===== src/rtl/manchester_tx_1553.sv =====
// MIL-STD-1553 Manchester II word encoder: command/data sync, 16 data bits MSB first,
// odd parity; back-to-back words while txen stays high, up to MAX_WORDS per message.
module manchester_tx_1553 #(
   parameter int unsigned HALF_CLKS = 25,
   parameter int unsigned MAX_WORDS = 2
) (
   input  logic        clk,
   input  logic        rst,
   input  logic        txen,
   input  logic [15:0] dat,
   output logic        tx_p,
   output logic        tx_n,
   output logic        tx_inh,
   output logic        busy,
   output logic        word_done,
   output logic [3:0]  word_cnt
);

   localparam int unsigned CNT_W = (HALF_CLKS > 1) ? $clog2(HALF_CLKS) : 1;
   localparam int unsigned SLT_W = 5;

   typedef enum logic [1:0] {
      ST_IDLE = 2'd0,
      ST_SYNC = 2'd1,
      ST_DATA = 2'd2,
      ST_PAR  = 2'd3
   } state_t;

   state_t             state_q, state_d;
   logic [CNT_W-1:0]   cnt_q, cnt_d;
   logic [SLT_W-1:0]   slot_q, slot_d;
   logic [15:0]        shreg_q, shreg_d;
   logic               par_q, par_d;
   logic [3:0]         wcnt_q, wcnt_d;
   logic               txen_q;
   logic               tx_p_d, tx_n_d, tx_inh_d, busy_d, word_done_d;
   logic               start;
   logic               tick;
   logic               hi;
   logic               bit_v;
   logic [4:0]         wcnt_inc;

   assign start    = txen & ~txen_q;
   assign tick     = (cnt_q == CNT_W'(HALF_CLKS - 1));
   assign wcnt_inc = {1'b0, wcnt_q} + 5'd1;

   // Next state: half-slot timing and word sequencing
   always_comb begin
      state_d     = state_q;
      cnt_d       = tick ? '0 : cnt_q + CNT_W'(1);
      slot_d      = slot_q;
      shreg_d     = shreg_q;
      par_d       = par_q;
      wcnt_d      = wcnt_q;
      word_done_d = 1'b0;
      case (state_q)
         ST_IDLE: begin
            cnt_d = '0;
            if (start) begin
               state_d = ST_SYNC;
               slot_d  = '0;
               wcnt_d  = 4'd0;
            end
         end
         ST_SYNC: begin
            if (tick) begin
               if (slot_q == SLT_W'(5)) begin
                  state_d = ST_DATA;
                  slot_d  = '0;
                  shreg_d = dat;
                  par_d   = ~^dat;
               end else begin
                  slot_d = slot_q + SLT_W'(1);
               end
            end
         end
         ST_DATA: begin
            if (tick) begin
               if (slot_q == SLT_W'(31)) begin
                  state_d = ST_PAR;
                  slot_d  = '0;
               end else begin
                  slot_d = slot_q + SLT_W'(1);
               end
            end
         end
         ST_PAR: begin
            word_done_d = (slot_q == SLT_W'(1)) && (cnt_q == CNT_W'(HALF_CLKS - 2));
            if (tick) begin
               if (slot_q == SLT_W'(1)) begin
                  wcnt_d = wcnt_inc[3:0];
                  slot_d = '0;
                  if (txen && (wcnt_inc < 5'(MAX_WORDS))) begin
                     state_d = ST_SYNC;
                  end else begin
                     state_d = ST_IDLE;
                  end
               end else begin
                  slot_d = slot_q + SLT_W'(1);
               end
            end
         end
         default: state_d = ST_IDLE;
      endcase
   end

   // Line levels derived from the next state so tx outputs are registered
   always_comb begin
      hi       = 1'b0;
      bit_v    = shreg_d[4'd15 - slot_d[4:1]];
      tx_p_d   = 1'b0;
      tx_n_d   = 1'b0;
      tx_inh_d = 1'b1;
      busy_d   = 1'b0;
      case (state_d)
         ST_SYNC: hi = (wcnt_d == 4'd0) ? (slot_d < SLT_W'(3)) : (slot_d >= SLT_W'(3));
         ST_DATA: hi = slot_d[0] ? ~bit_v : bit_v;
         ST_PAR:  hi = slot_d[0] ? ~par_d : par_d;
         default: hi = 1'b0;
      endcase
      if (state_d != ST_IDLE) begin
         tx_p_d   = hi;
         tx_n_d   = ~hi;
         tx_inh_d = 1'b0;
         busy_d   = 1'b1;
      end
   end

   always_ff @(posedge clk or posedge rst) begin
      if (rst) begin
         state_q   <= ST_IDLE;
         cnt_q     <= '0;
         slot_q    <= '0;
         shreg_q   <= '0;
         par_q     <= 1'b0;
         wcnt_q    <= 4'd0;
         txen_q    <= 1'b0;
         tx_p      <= 1'b0;
         tx_n      <= 1'b0;
         tx_inh    <= 1'b1;
         busy      <= 1'b0;
         word_done <= 1'b0;
      end else begin
         state_q   <= state_d;
         cnt_q     <= cnt_d;
         slot_q    <= slot_d;
         shreg_q   <= shreg_d;
         par_q     <= par_d;
         wcnt_q    <= wcnt_d;
         txen_q    <= txen;
         tx_p      <= tx_p_d;
         tx_n      <= tx_n_d;
         tx_inh    <= tx_inh_d;
         busy      <= busy_d;
         word_done <= word_done_d;
      end
   end

   assign word_cnt = wcnt_q;

endmodule


===== config.mk =====
export PLATFORM = sky130hd
export DESIGN_NAME = manchester_tx_1553
export DESIGN_NICKNAME = d
export VERILOG_FILES = /design/src/rtl/manchester_tx_1553.sv
export SDC_FILE = /design/constraint.sdc
export NUM_CORES = 1
export LEC_CHECK = 0
export ABC_AREA = 1
export CORE_MARGIN = 3
export CORE_UTILIZATION = 56
export DETAILED_ROUTE_END_ITERATION = 8
export PLACE_DENSITY = 0.86
export SYNTH_ARGS = -nofsm -noshare
export SYNTH_HDL_FRONTEND = slang
export SYNTH_SLANG_ARGS = --single-unit

===== constraint.sdc =====
create_clock -name clk -period 2.7 [get_ports clk]
set_input_delay 0.54 -clock clk [delete_from_list [all_inputs] [get_ports clk]]
set_output_delay 0.54 -clock clk [all_outputs]
set_load 0.02 [all_outputs]

* After elaboration in Yosys (flattened, before gate mapping)
Index checks and enable logic that the tools add are counted.
Widths: inputs -> output; s select.
** Cells by class
- Reduce and logical (&&, ||, !) cells :: 6
- Bitwise logic cells :: 5
- Muxes and demuxes :: 40
- Add/sub/neg operators :: 4
- Eq/ne operators :: 11
- $lt $le $gt $ge :: 4
** Operator list (number)
- $mux 16 :: 3
- $mux 5 :: 9
- $pmux 5 s4 :: 1
- $reduce_xnor 16->1 :: 1
- $eq 5x5->1 const B :: 3
- $mux 2 :: 7
- $mux 1 :: 13
- $mux 4 :: 3
- $add 5x1->5 const B :: 2
- $lt 5x2->1 const B :: 2
- $eq 2x2->1 const B :: 4
- $pmux 2 s4 :: 1
- $pmux 4 s2 :: 1
- $add 4x1->5 const B :: 1
- $eq 5x1->1 const B :: 1
- $eq 5x3->1 const B :: 1
- $ge 5x2->1 const B :: 1
- $lt 4x5->1 const B :: 1
- $bmux 1 s4 :: 1
- $eq 2x1->1 const B :: 2
- $logic_not 4->1 :: 1
- $not 1->1 :: 4
- $sub 4x4->4 const A :: 1
- $pmux 1 s3 :: 1
- 4 further kinds :: 5
** Storage, ports and cells
- Input port bits :: 19
- Word-level logic and storage cells :: 82
- Register bits :: 39
- Output and inout bits :: 9

* Depth between registers and ports, before layout
Gate-level depths: netlist of run 1.
- Word-level depth :: 12
- Gate-level depth with buffers :: 24
- Depth with buffers taken out :: 24

* Worst setup path after synthesis of run 1
OpenSTA, ideal clock, no wires.
- Kind :: flip-flop to flip-flop
- From :: reg slot_q[0]
- To :: reg tx_n
- Clock period less this slack :: 2.234 ns
- Cell stages (with the launch flop) :: 25
- Setup slack :: 0.466 ns
- Buffers on the path :: 0
- Data required time :: 2.631 ns
- Arrival time :: 2.165 ns
- Setup time :: 0.069 ns
- Cells stage by stage :: dfrtp_1 > ha_1 > nand2_1 > nor2_1 > ha_1 > inv_1 > a21oi_1 > nand2_1 > nand2_1 > nand2_1 > nand2_4 > nand2_8 > nand2_1 > nand2_1 > nand2_1 > nand2_1 > nand2_1 > nand2_1 > inv_1 > nand2_1 > nand2_1 > nand2_1 > nand2_1 > nand3_2 > nor2_2
** On the way
- Cells in the longest elaborated chain, start to end :: 12
- Elaborated cells between the ends (all ways) :: 46
- Classes of those cells :: add/sub: 2; order compare: 2; eq/ne: 6; mux: 31; bitwise: 3; reduce/logical: 2
** Ends and longest elaborated chain
- from (decl) :: RTL line 31 : logic [SLT_W-1:0] slot_q, slot_d;
- from (signal assigned) :: RTL line 146 : slot_q <= slot_d;
- $add 5x1->5, or another cell as far along :: RTL line 73, 83, 99
- $mux 5, on equally long branches :: RTL line 90, 67, 79
- $mux 5, on equally long branches :: RTL line 89, 66, 78
- $pmux 5 s4 * :: RTL line 56 : case (state_q)
- via slot_d[1] :: RTL line 31
- $sub 4x4->4 :: RTL line 110 : bit_v = shreg_d[4'd15 - slot_d[4:1]];
- $bmux 1 s4 :: RTL line 110
- $mux 1 (not written as such) :: RTL line 110
- $not 1->1 :: RTL line 117 : ST_DATA: hi = slot_d[0] ? ~bit_v : bit_v;
- $mux 1 :: RTL line 117
- $pmux 1 s3 * :: RTL line 115 : case (state_d)
- $not 1->1 * :: RTL line 123 : tx_n_d = ~hi;
- $mux 1 * :: RTL line 121 : if (state_d != ST_IDLE) begin
- via tx_n_d :: RTL line 36 : logic tx_p_d, tx_n_d, tx_inh_d, busy_d, word_done_d;
- to (signal assigned) :: RTL line 152 : tx_n <= tx_n_d;
- to (decl) :: RTL line 12 : output logic tx_n,
Mark *: on every way through the listed nets, which the timed path passes. The rest lies on a longest branch. The select of a mux whose other input is x is not followed.

* Final worst setup path of run 1
- From :: reg slot_q[1]
- To :: reg tx_n
Same word-level chain as after synthesis.

==> results.py, run 1 <==
metrics = {
    "run_status": {
        "outcome": "finished clean",
    },
    "placement": {
        "place.gp.congestion": 0.911,
        "dpl.hpwl_mm": 3.86,
        "port-buffer-count": 27,
        "dp.cells": 414,
    },
    "global_route": {
        "gr-total-overflow": 0,
        "global_route.usage.met2": 0.397,
        "track_usage": 0.223,
        "met1_usage": 0.253,
        "grt_max_degree": 40,
        "busiest_layer": "met2",
        "grt_pass1_vias": 2287,
        "use_met3": 0.0510,
        "antenna_found_initial": 0,
        "grt_pass1_wl_mm": 9.27,
    },
    "logic_synthesis": {
        "netlist_top_cells_area": "dfrtp_1 38%, nand2_1 15%, inv_1 7.0%",
        "yosysTopAreaCellShare": 0.380,
        "ys_warn_count": 0,
        "synth_area_per_cell_um2": 7.43,
        "synth_nets": 366,
        "yosys.area.top_type": "dfrtp_1",
        "yosys_register_bits": 39,
        "synth.cell_area_um2": 2500,
        "synthDistinctLibCells": 28,
        "synthCells": 337,
        "synth-seq-area-share": 0.390,
    },
    "layout": {
        "fin_cells": 422,
        "layout_commonest_cell": "nand2_1",
        "most-common-layout-cells": "99 x nand2_1, 47 x inv_1, 37 x dfrtp_1, 31 x nand3_1, 27 x clkdlybuf4s50_1",
        "diodes": 0,
        "fill_cells": 360,
        "layout-drive-gt1-share": 0.116,
        "area_growth_syn_to_layout_pct": 18.2,
        "layout.nets": 400,
    },
    "worst_setup_path": {
        "timing.rr.start": "slot_q[1]",
        "cp-end-kind": "flip-flop",
        "worstReg2RegEnd": "tx_n",
        "crit_required_ns": 2.93,
        "ff2ff_path_depth": 22,
        "r2r_slack_ns": 0.24,
        "crit_fanout": 10,
        "slowest_delay_ns": 0.42,
        "crit_chain": "ha_2 > nand2_1 > nor2_1 > ha_1 > inv_1 > a21oi_1 > nand2_1 > nand2_1 > nand2_1 > nand2_4 > nand2_8 > nand2_1 > nand3_1 > nand3_1 > nand2_1 > inv_1 > nand2_1 > nand2_1 > nand2_1 > nand2_1 > nand3_2 > nor2_2",
        "cp_common_cell": "nand2_1",
        "slowest_stage": "dfrtp_2",
        "setup.worst_path.start_class": "flip-flop",
        "arrival_ns": 2.70,
        "criticalPathCategory": "flip-flop to flip-flop",
        "crit_path_start": "slot_q[1]",
    },
    "die": {
        "num_io_pins": 28,
        "start_util": 0.604,
        "die_area_um2": 5310,
        "die_x_um": 72.9,
        "coreArea_um2": 4140,
        "die_h_um": 72.9,
        "fp-row-count": 23,
    },
    "sta": {
        "min_period_ns": 2.46,
        "tightestPinTransition_ns": 0.487,
        "fin_setup_tns_ns": 0,
        "fmax_mhz": 406,
        "finalCritPeriodShare": 0.912,
        "timing.slew.headroom": 0.675,
        "setup_viol": 0,
        "clock_skew_ns": 0.0109,
        "hold_viol": 0,
        "rsz0062_at_grt": "no",
        "drv_slew": 0,
    },
    "power_and_ir_drop": {
        "power_uw": 2280,
        "p_per_area_nw_per_um2": 768,
        "leakage_uw": 0.00155,
        "vdd_drop_max_uv": 423,
    },
    "detailed_routing": {
        "routed-via-count": 2209,
        "drc_errors": 0,
        "drt_iter0_markers": 113,
        "wirelength_mm": 5.23,
        "dr.pass1.iters": 4,
        "ant_nets": 0,
        "viasPerCell": 5.23,
        "post_drt_wl_per_cell_um": 12.4,
    },
    "clock_tree": {
        "htreeDepth": 2,
        "post_cts_buffers": 0,
        "cts_made_buffers": 5,
        "cts_resized": 0,
        "clock_sinks": 39,
        "cts.clk_slew.worst_paths_ns": 0.08,
        "cts_buffer_depth": 2,
        "clock_latency_ns": 0.29,
        "tritoncts": "yes",
        "cts_root_buf": "clkbuf_8",
        "hold_buffers": 0,
    },
    "min_path": {
        "hold_depth": 2,
        "min_to": "shreg_q[2]",
        "hold_start": "shreg_q[2]",
        "hold_class": "flip-flop to flip-flop",
    },
    "flow_run": {
        "maxCapViolations": 0,
    },
}
==> worst max path at each step <==
| stage | end | slack [ns] | cells after the start |
|---|---|---|---|
| after global routing | tx_n | 0.009 | 24 |
| final | tx_n | 0.24 | 22 |
| after detailed placement | tx_n | 0.05 | 14 |
| after CTS | tx_n | 0.20 | 22 |
| after floorplan | tx_n | 0.47 | 24 |
| after global placement | tx_n | 0.1 | 14 |
==> state kept, by name, summed over array words and instances, names as in the netlist <==
name       flops
tx_p           1
txen_q         1
tx_inh         1
busy           1
word_cnt       4
tx_n           1
state_q        2
slot_q         5
shreg_q       16
par_q          1
cnt_q          5
word_done      1
==> logic make-up (layout without fill, tap and decap cells) <==
kind of cell,count (synthesis),in the layout,share of synthesized area
simple gates,182,182,0.336
buf+inv,57,92,0.0925
flops,39,39,0.390
compound gates,29,29,0.0615
xor+xnor,20,20,0.0700
fa+ha+maj,10,10,0.0500
==> where the power goes <==
group	switching, uW	internal [uW]	total (uW)
Combinational	669	386	1050
Clock	216	275	491
Sequential	59.0	671	730
Total	943	1330	2270
==> worst max-delay path, delay by kind of cell, from the launching register on <==
kind,cells,cell delay (ns)
adders and majority gates,2,0.37
DFF,1,0.42
and+or+nand+nor,17,1.32
AOI/OAI and AO/OA,1,0.17
buffers and inverters,2,0.14
==> metal layers <==
metal	wire (um)	up-vias
met5	0	-
met4	130	0
met3	290	14
met2	2640	66
met1	2170	1015
li1	-	1114
==> synth_stat cells <==
cell type / n
buf_6: 2
nand3_2: 3
xor2_1: 7
inv_2: 6
dfstp_2: 1
nor2_1: 23
nor2_4: 4
nor2_2: 5
xnor2_1: 13
inv_1: 47
buf_2: 2
nand2_1: 99
nand2_4: 1
nand3_1: 31
ha_1: 10
o21ai_1: 9
nand2_2: 6
a21boi_1: 1
o22ai_1: 3
o21ai_0: 10
nand4_1: 3
o211ai_1: 1
nor3_1: 3
nand2_8: 1
dfrtp_1: 38
or2_2: 2
a21oi_1: 5
and2_1: 1
==> through the flow <==
stage	util	worst slack [ns]	hold WS [ns]	cell area, um2
2_1_floorplan	-	0.466	0.445	2500
5_1_grt	0.714	0.00905	0.515	2960
3_3_place_gp	0.684	0.0961	0.468	2830
6_report	0.714	0.236	0.481	2960
4_1_cts	0.711	0.200	0.483	2950
3_5_place_dp	0.684	0.0548	0.464	2830
==> area by class of cell <==
cell class              count  area (um2)  share of cell area
multi-input cells         241        1310               0.441
clock buffers               5        68.8              0.0232
clock inverters             3        43.8              0.0148
repair buffers             31         300               0.101
well taps                  50        62.6              0.0211
flip-flops and latches     39         978               0.331
inverters                  53         201              0.0680
No activity file was read; power rests on OpenSTA's default activity.
==> run 2: changes to the inputs <==
ABC_AREA = 0   (was 1)
CORE_MARGIN = default   (was 3)
GPL_ROUTABILITY_DRIVEN = 0   (was default)
PLACE_DENSITY = 0.87   (was 0.86)
==> run 2 against run 1 <==
Largest power group unchanged. Sequential power is 6.0% lower. Clock-buffer cell count increased by 2. Combinational power shrank 23%. First-iteration DRC count rose by 100%. Register-to-register slack worse by 0.57 ns. Highest routed layer unchanged. The run now ends with setup timing left. Final cell count fell by 13%.
==> results.py, run 2 <==
metrics = {
    "run_status": {
        "outcome": "complete, but fails checks",
        "violations": "setup timing",
    },
    "min_path": {
        "hold_depth": 1,
        "hold_class": "flip-flop to flip-flop",
        "hold_start": "shreg_q[10]",
        "min_to": "shreg_q[10]",
    },
    "detailed_routing": {
        "post_drt_wl_per_cell_um": 21.4,
        "drt_iter0_markers": 230,
        "viasPerCell": 6.43,
        "routed-via-count": 2373,
        "wirelength_mm": 7.90,
        "dr.pass1.iters": 6,
        "ant_nets": 0,
        "drc_errors": 0,
    },
    "placement": {
        "port-buffer-count": 27,
        "dpl-instance-area_um2": 3020,
        "dp.cells": 340,
        "dpl.hpwl_mm": 4.26,
        "place_ws_ns": -0.288,
    },
    "clock_tree": {
        "clock_sinks": 39,
        "tritoncts": "yes",
        "cts_root_buf": "clkbuf_8",
        "htreeDepth": 2,
        "cts_buffer_depth": 2,
        "cts.clk_slew.worst_paths_ns": 0.07,
        "clock_latency_ns": 0.30,
        "cts_made_buffers": 5,
        "hold_buffers": 0,
    },
    "sta": {
        "drv_slew": 0,
        "min_period_ns": 3.03,
        "timing.slew.headroom": 0.668,
        "setup_viol": 2,
        "rsz0062_at_grt": "yes",
        "fin_ws_ns": -0.329,
        "tightestPinTransition_ns": 0.498,
        "clock_skew_ns": 0.00999,
        "finalCritPeriodShare": 1.12,
        "fmax_mhz": 330,
        "hold_viol": 0,
    },
    "die": {
        "start_util": 0.602,
        "die_area_um2": 4700,
        "fp-row-count": 23,
        "num_io_pins": 28,
        "coreArea_um2": 4120,
        "die_h_um": 68.5,
        "die_x_um": 68.5,
    },
    "worst_setup_path": {
        "worstReg2RegEnd": "tx_p",
        "setup.worst_path.start_class": "flip-flop",
        "crit_required_ns": 2.88,
        "timing.rr.start": "slot_q[1]",
        "criticalPathCategory": "flip-flop to flip-flop",
        "crit_fanout": 4,
        "ff2ff_path_depth": 14,
        "r2r_slack_ns": -0.33,
        "cp-end-kind": "flip-flop",
        "arrival_ns": 3.21,
    },
    "logic_synthesis": {
        "yosys-top-cells-count": "38 x dfrtp_1, 19 x nand2_1, 16 x xnor2_1, 15 x mux2_2",
        "synth_area_per_cell_um2": 10.5,
        "synth.cell_area_um2": 2480,
        "yosys_register_bits": 39,
        "netlist_top_cells_area": "dfrtp_1 38%, mux2_2 6.8%, xnor2_1 5.7%",
        "synth-seq-area-share": 0.394,
        "synth_most_common_cell": "dfrtp_1",
        "ys.flop_type": "dfrtp_1",
        "synthArstFlopShare": 1.00,
        "yosysTopAreaCellShare": 0.384,
        "synth_nets": 266,
        "synthDistinctLibCells": 58,
        "synth_edf_count": 0,
        "ys_warn_count": 0,
        "yosys.area.top_type": "dfrtp_1",
        "synthCells": 237,
    },
    "layout": {
        "layout.nets": 347,
        "largest_register_ffs": 16,
        "fin_cells": 369,
        "most-common-layout-cells": "49 x buf_4, 38 x dfrtp_1, 27 x clkdlybuf4s50_1, 18 x nand2_1, 16 x xnor2_1",
        "layout-drive-gt1-share": 0.339,
        "area_growth_syn_to_layout_pct": 36.7,
        "reg.largest.list": "shreg_q x16, cnt_q x5, slot_q x5",
        "top_register": "shreg_q",
        "final_area_um2": 3390,
        "diodes": 0,
        "layout_commonest_cell": "buf_4",
        "final_core_util": 0.823,
    },
    "global_route": {
        "grt_pass1_vias": 2178,
        "track_usage": 0.320,
        "gr-total-overflow": 0,
        "grt_max_degree": 40,
        "antenna_found_initial": 0,
        "grt_pass1_wl_mm": 10.5,
    },
    "power_and_ir_drop": {
        "vdd_drop_max_uv": 583,
        "leakage_uw": 0.00154,
        "power_uw": 1940,
        "p_per_area_nw_per_um2": 572,
    },
    "flow_run": {
        "maxCapViolations": 0,
    },
}
==> run 2: worst max-delay path, cell delays in order, from the launching register on <==
cell,delay (ns)
dfrtp_1,0.42
inv_2,0.09
ha_4,0.16
nor4b_4,0.27
buf_4,0.20
buf_4,0.12
buf_4,0.10
nand2_1,0.10
o31a_1,0.33
o21ai_1,0.24
a21oi_1,0.15
nor2_2,0.21
nor3b_1,0.11
a21boi_0,0.14
a211o_1,0.28
==> run 2: kinds of logic after synthesis <==
family | share of synthesized area
adders and majority gates | 0.0505
xor gates and xnor gates | 0.0671
muxes | 0.134
DFF | 0.394
AOI/OAI and AO/OA | 0.154
buffers and inverters | 0.0444
and+or+nand+nor | 0.155
==> run 2: how the worst max path moves through the flow <==
stage,endpoint,depth (start not counted),slack (ns),startpoint
floorplan,tx_p,13,0.07,state_q[1]
global placement,tx_p,11,-0.21,txen
detailed placement,tx_p,11,-0.29,txen
CTS,tx_p,12,-0.1,slot_q[1]
global route,tx_p,14,-0.40,slot_q[0]
finish,tx_p,14,-0.33,slot_q[1]
==> run 2: power by group <==
part / internal (uW) / total (uW) / switching [uW]
registers: 651 / 686 / 34.5
clock network: 232 / 448 / 215
logic: 377 / 806 / 428
total: 1260 / 1940 / 678
==> run 2: layout make-up <==
type | instances | area, um2
fillers | 218 | 727
multi-input cells | 178 | 1470
clock inverters | 1 | 7.51
repair buffers | 80 | 722
clock buffers | 7 | 96.3
well taps | 50 | 62.6
inverters | 14 | 57.6
flip-flops and latches | 39 | 977
==> run 2: through the flow <==
step / TNS (ns) / hold slack, ns
3_5_place_dp: -0.416 / 0.484
6_report: -0.498 / 0.507
3_3_place_gp: -0.282 / 0.477
5_1_grt: -0.747 / 0.519
4_1_cts: -0.0988 / 0.501
2_1_floorplan: 0 / 0.457
==> run 2: timing repair <==
action                     CTS  global route
buffers inserted            13             6
setup endpoints to repair    1             2
cloned                       1             1
gates resized for setup     13             6
pin swaps                    5             9
==> run 2: routing by layer <==
metal,vias up,part of all wire,track usage
met5,-,0,0
met4,0,0.062,0.138
met3,60,0.084,0.0822
met2,146,0.47,0.522
met1,1150,0.38,0.399
li1,1017,-,-
==> run 3: changes to the inputs <==
CORE_ASPECT_RATIO = 1.5   (was default)
==> run 3 against run 2 <==
The run still ends with setup timing left. Worst hold slack worse by 0.0041 ns. Clock power is essentially flat. Largest cell class unchanged. Total power down 4.3%. Maximum frequency up 3.8%.
==> results.py, run 3 (synthesis gave the netlist of run 2 again) <==
metrics = {
    "run_status": {
        "outcome": "complete, but fails checks",
        "violations": "setup timing",
    },
    "placement": {
        "dpl-instance-area_um2": 3030,
        "port-buffer-count": 27,
        "dpl.hpwl_mm": 4.15,
    },
    "power_and_ir_drop": {
        "p_comb_frac": 0.392,
        "vdd_drop_max_uv": 696,
        "p_per_area_nw_per_um2": 566,
        "p_int_uw": 1230,
        "clockPowerShare": 0.240,
        "p_sw_uw": 628,
        "power_frac_seq": 0.368,
        "leakage_uw": 0.00149,
        "sw_frac_of_total": 0.338,
    },
    "sta": {
        "rsz0062_at_grt": "yes",
        "drv_slew": 0,
        "timing.slew.headroom": 0.672,
        "fin_setup_tns_ns": -0.330,
        "tightestPinTransition_ns": 0.492,
        "setup_viol": 2,
        "hold_viol": 0,
        "min_period_ns": 2.92,
        "finalCritPeriodShare": 1.08,
        "fmax_mhz": 343,
        "fin_ws_ns": -0.219,
        "clock_skew_ns": 0.00853,
    },
    "layout": {
        "most-common-layout-cells": "39 x buf_4, 36 x dfrtp_1, 27 x clkdlybuf4s50_1, 18 x nand2_1, 16 x xnor2_1",
        "largest_register_ffs": 16,
        "top_register": "shreg_q",
        "diodes": 0,
        "reg.largest.list": "shreg_q x16, cnt_q x5, slot_q x5",
        "fill_cells": 274,
        "final_area_um2": 3280,
        "area_growth_syn_to_layout_pct": 32.3,
        "layout-drive-gt1-share": 0.299,
        "multiInputGateArea_um2": 1450,
        "seqCellArea_um2": 980,
        "layout.nets": 336,
        "layout_commonest_cell": "buf_4",
    },
    "clock_tree": {
        "cts_made_buffers": 5,
        "tritoncts": "yes",
        "clock_sinks": 39,
        "htreeDepth": 2,
        "clock_latency_ns": 0.30,
        "cts.clk_slew.worst_paths_ns": 0.08,
        "cts_buffer_depth": 2,
        "cts_root_buf": "clkbuf_8",
    },
    "worst_setup_path": {
        "worstReg2RegEnd": "tx_p",
        "setup.worst_path.start_class": "flip-flop",
        "crit_required_ns": 2.89,
        "cp-end-kind": "flip-flop",
        "crit_fanout": 10,
        "r2r_slack_ns": -0.22,
        "arrival_ns": 3.11,
        "criticalPathCategory": "flip-flop to flip-flop",
        "timing.rr.start": "cnt_q[0]",
        "ff2ff_path_depth": 13,
    },
    "min_path": {
        "hold_depth": 1,
        "hold_class": "flip-flop to flip-flop",
        "min_to": "shreg_q[15]",
        "hold_start": "shreg_q[15]",
    },
    "detailed_routing": {
        "drc_errors": 0,
        "wirelength_mm": 5.99,
        "post_drt_wl_per_cell_um": 16.9,
        "ant_nets": 0,
        "drt_iter0_markers": 103,
        "routed-via-count": 2093,
        "viasPerCell": 5.91,
        "dr.pass1.iters": 4,
    },
    "die": {
        "die_x_um": 56.3,
        "fp-row-count": 29,
        "num_io_pins": 28,
        "start_util": 0.584,
        "coreArea_um2": 4250,
        "die_h_um": 83.5,
        "die_area_um2": 4700,
    },
    "global_route": {
        "grt_pass1_wl_mm": 9.00,
        "grt_pass1_vias": 2064,
        "grt_max_degree": 40,
        "track_usage": 0.250,
        "gr-total-overflow": 0,
        "antenna_found_initial": 0,
    },
    "flow_run": {
        "maxCapViolations": 0,
    },
}
-- run 3: cell types whose count changed in the layout (fill, tap and decap cells not counted), sizes merged --
cell / before / now
buf: 52 / 42
nand3: 6 / 5
clkbuf: 7 / 9
clkinvlp: 1 / 0
bufbuf: 1 / 0
-- run 3: how the worst max path moves through the flow --
| stage | cells after the start | start | end |
|---|---|---|---|
| floorplan | 13 | state_q[1] | tx_p |
| global placement | 11 | txen | tx_p |
| detailed placement | 11 | txen | tx_p |
| CTS | 11 | slot_q[1] | tx_p |
| global route | 13 | cnt_q[0] | tx_p |
| finish | 13 | cnt_q[0] | tx_p |
-- run 3: cell type report --
cell class                      count  area share
Tap cell                           46      0.0176
Inverter                           14      0.0176
Multi-Input combinational cell    177       0.443
Sequential cell                    39       0.299
Clock buffer                        8      0.0305
Timing Repair Buffer               70       0.192
-- run 3: critical path: stages (launching register included) --
cell and delay (ns):
dfrtp_1 0.35, inv_1 0.05, ha_1 0.20, and4b_4 0.24, buf_4 0.15, a21boi_2 0.20
o32a_1 0.27, o2111ai_2 0.14, and2_4 0.21, inv_4 0.08, mux2i_1 0.30, a2bb2oi_4 0.19
a21boi_0 0.13, a211o_1 0.29
-- run 3: layer usage --
layer,GRT usage,up-vias,wire (um),share of wire
li1,-,989,-,-
met1,0.244,1001,2130,0.36
met2,0.476,78,3400,0.57
met3,0.0450,25,239,0.040
met4,0.137,0,224,0.037
met5,0,-,0,0
-- run 3: repair_timing --
action,in CTS,in global routing
resized for setup,5,12
cloned,0,1
setup endpoints to repair,2,2
pin swaps,4,9
hold buffers,0,0
endpoints found under the hold margin,0,0
setup buffers,4,3
-- run 3: power groups by stage --
| stage | Sequential (uW) | Combinational [uW] | Clock [uW] |
|---|---|---|---|
| after global placement | 692 | 661 | 0 |
| after global routing | 691 | 779 | 474 |
| after floorplan | 723 | 345 | 0 |
| after detailed placement | 695 | 683 | 0 |
| after CTS | 683 | 692 | 448 |
| final | 683 | 728 | 446 |
-- run 3: through the flow --
| step | hold slack (ns) | std cells | utilization | total power, uW | setup WS [ns] |
|---|---|---|---|---|---|
| detailed placement | 0.486 | 338 | 0.714 | 1380 | -0.281 |
| floorplan | 0.457 | 237 | - | 1070 | 0.0676 |
| global placement | 0.479 | 338 | 0.714 | 1350 | -0.236 |
| CTS | 0.502 | 350 | 0.748 | 1820 | -0.0625 |
| finish | 0.503 | 354 | 0.772 | 1860 | -0.219 |
| global route | 0.518 | 354 | 0.772 | 1940 | -0.375 |
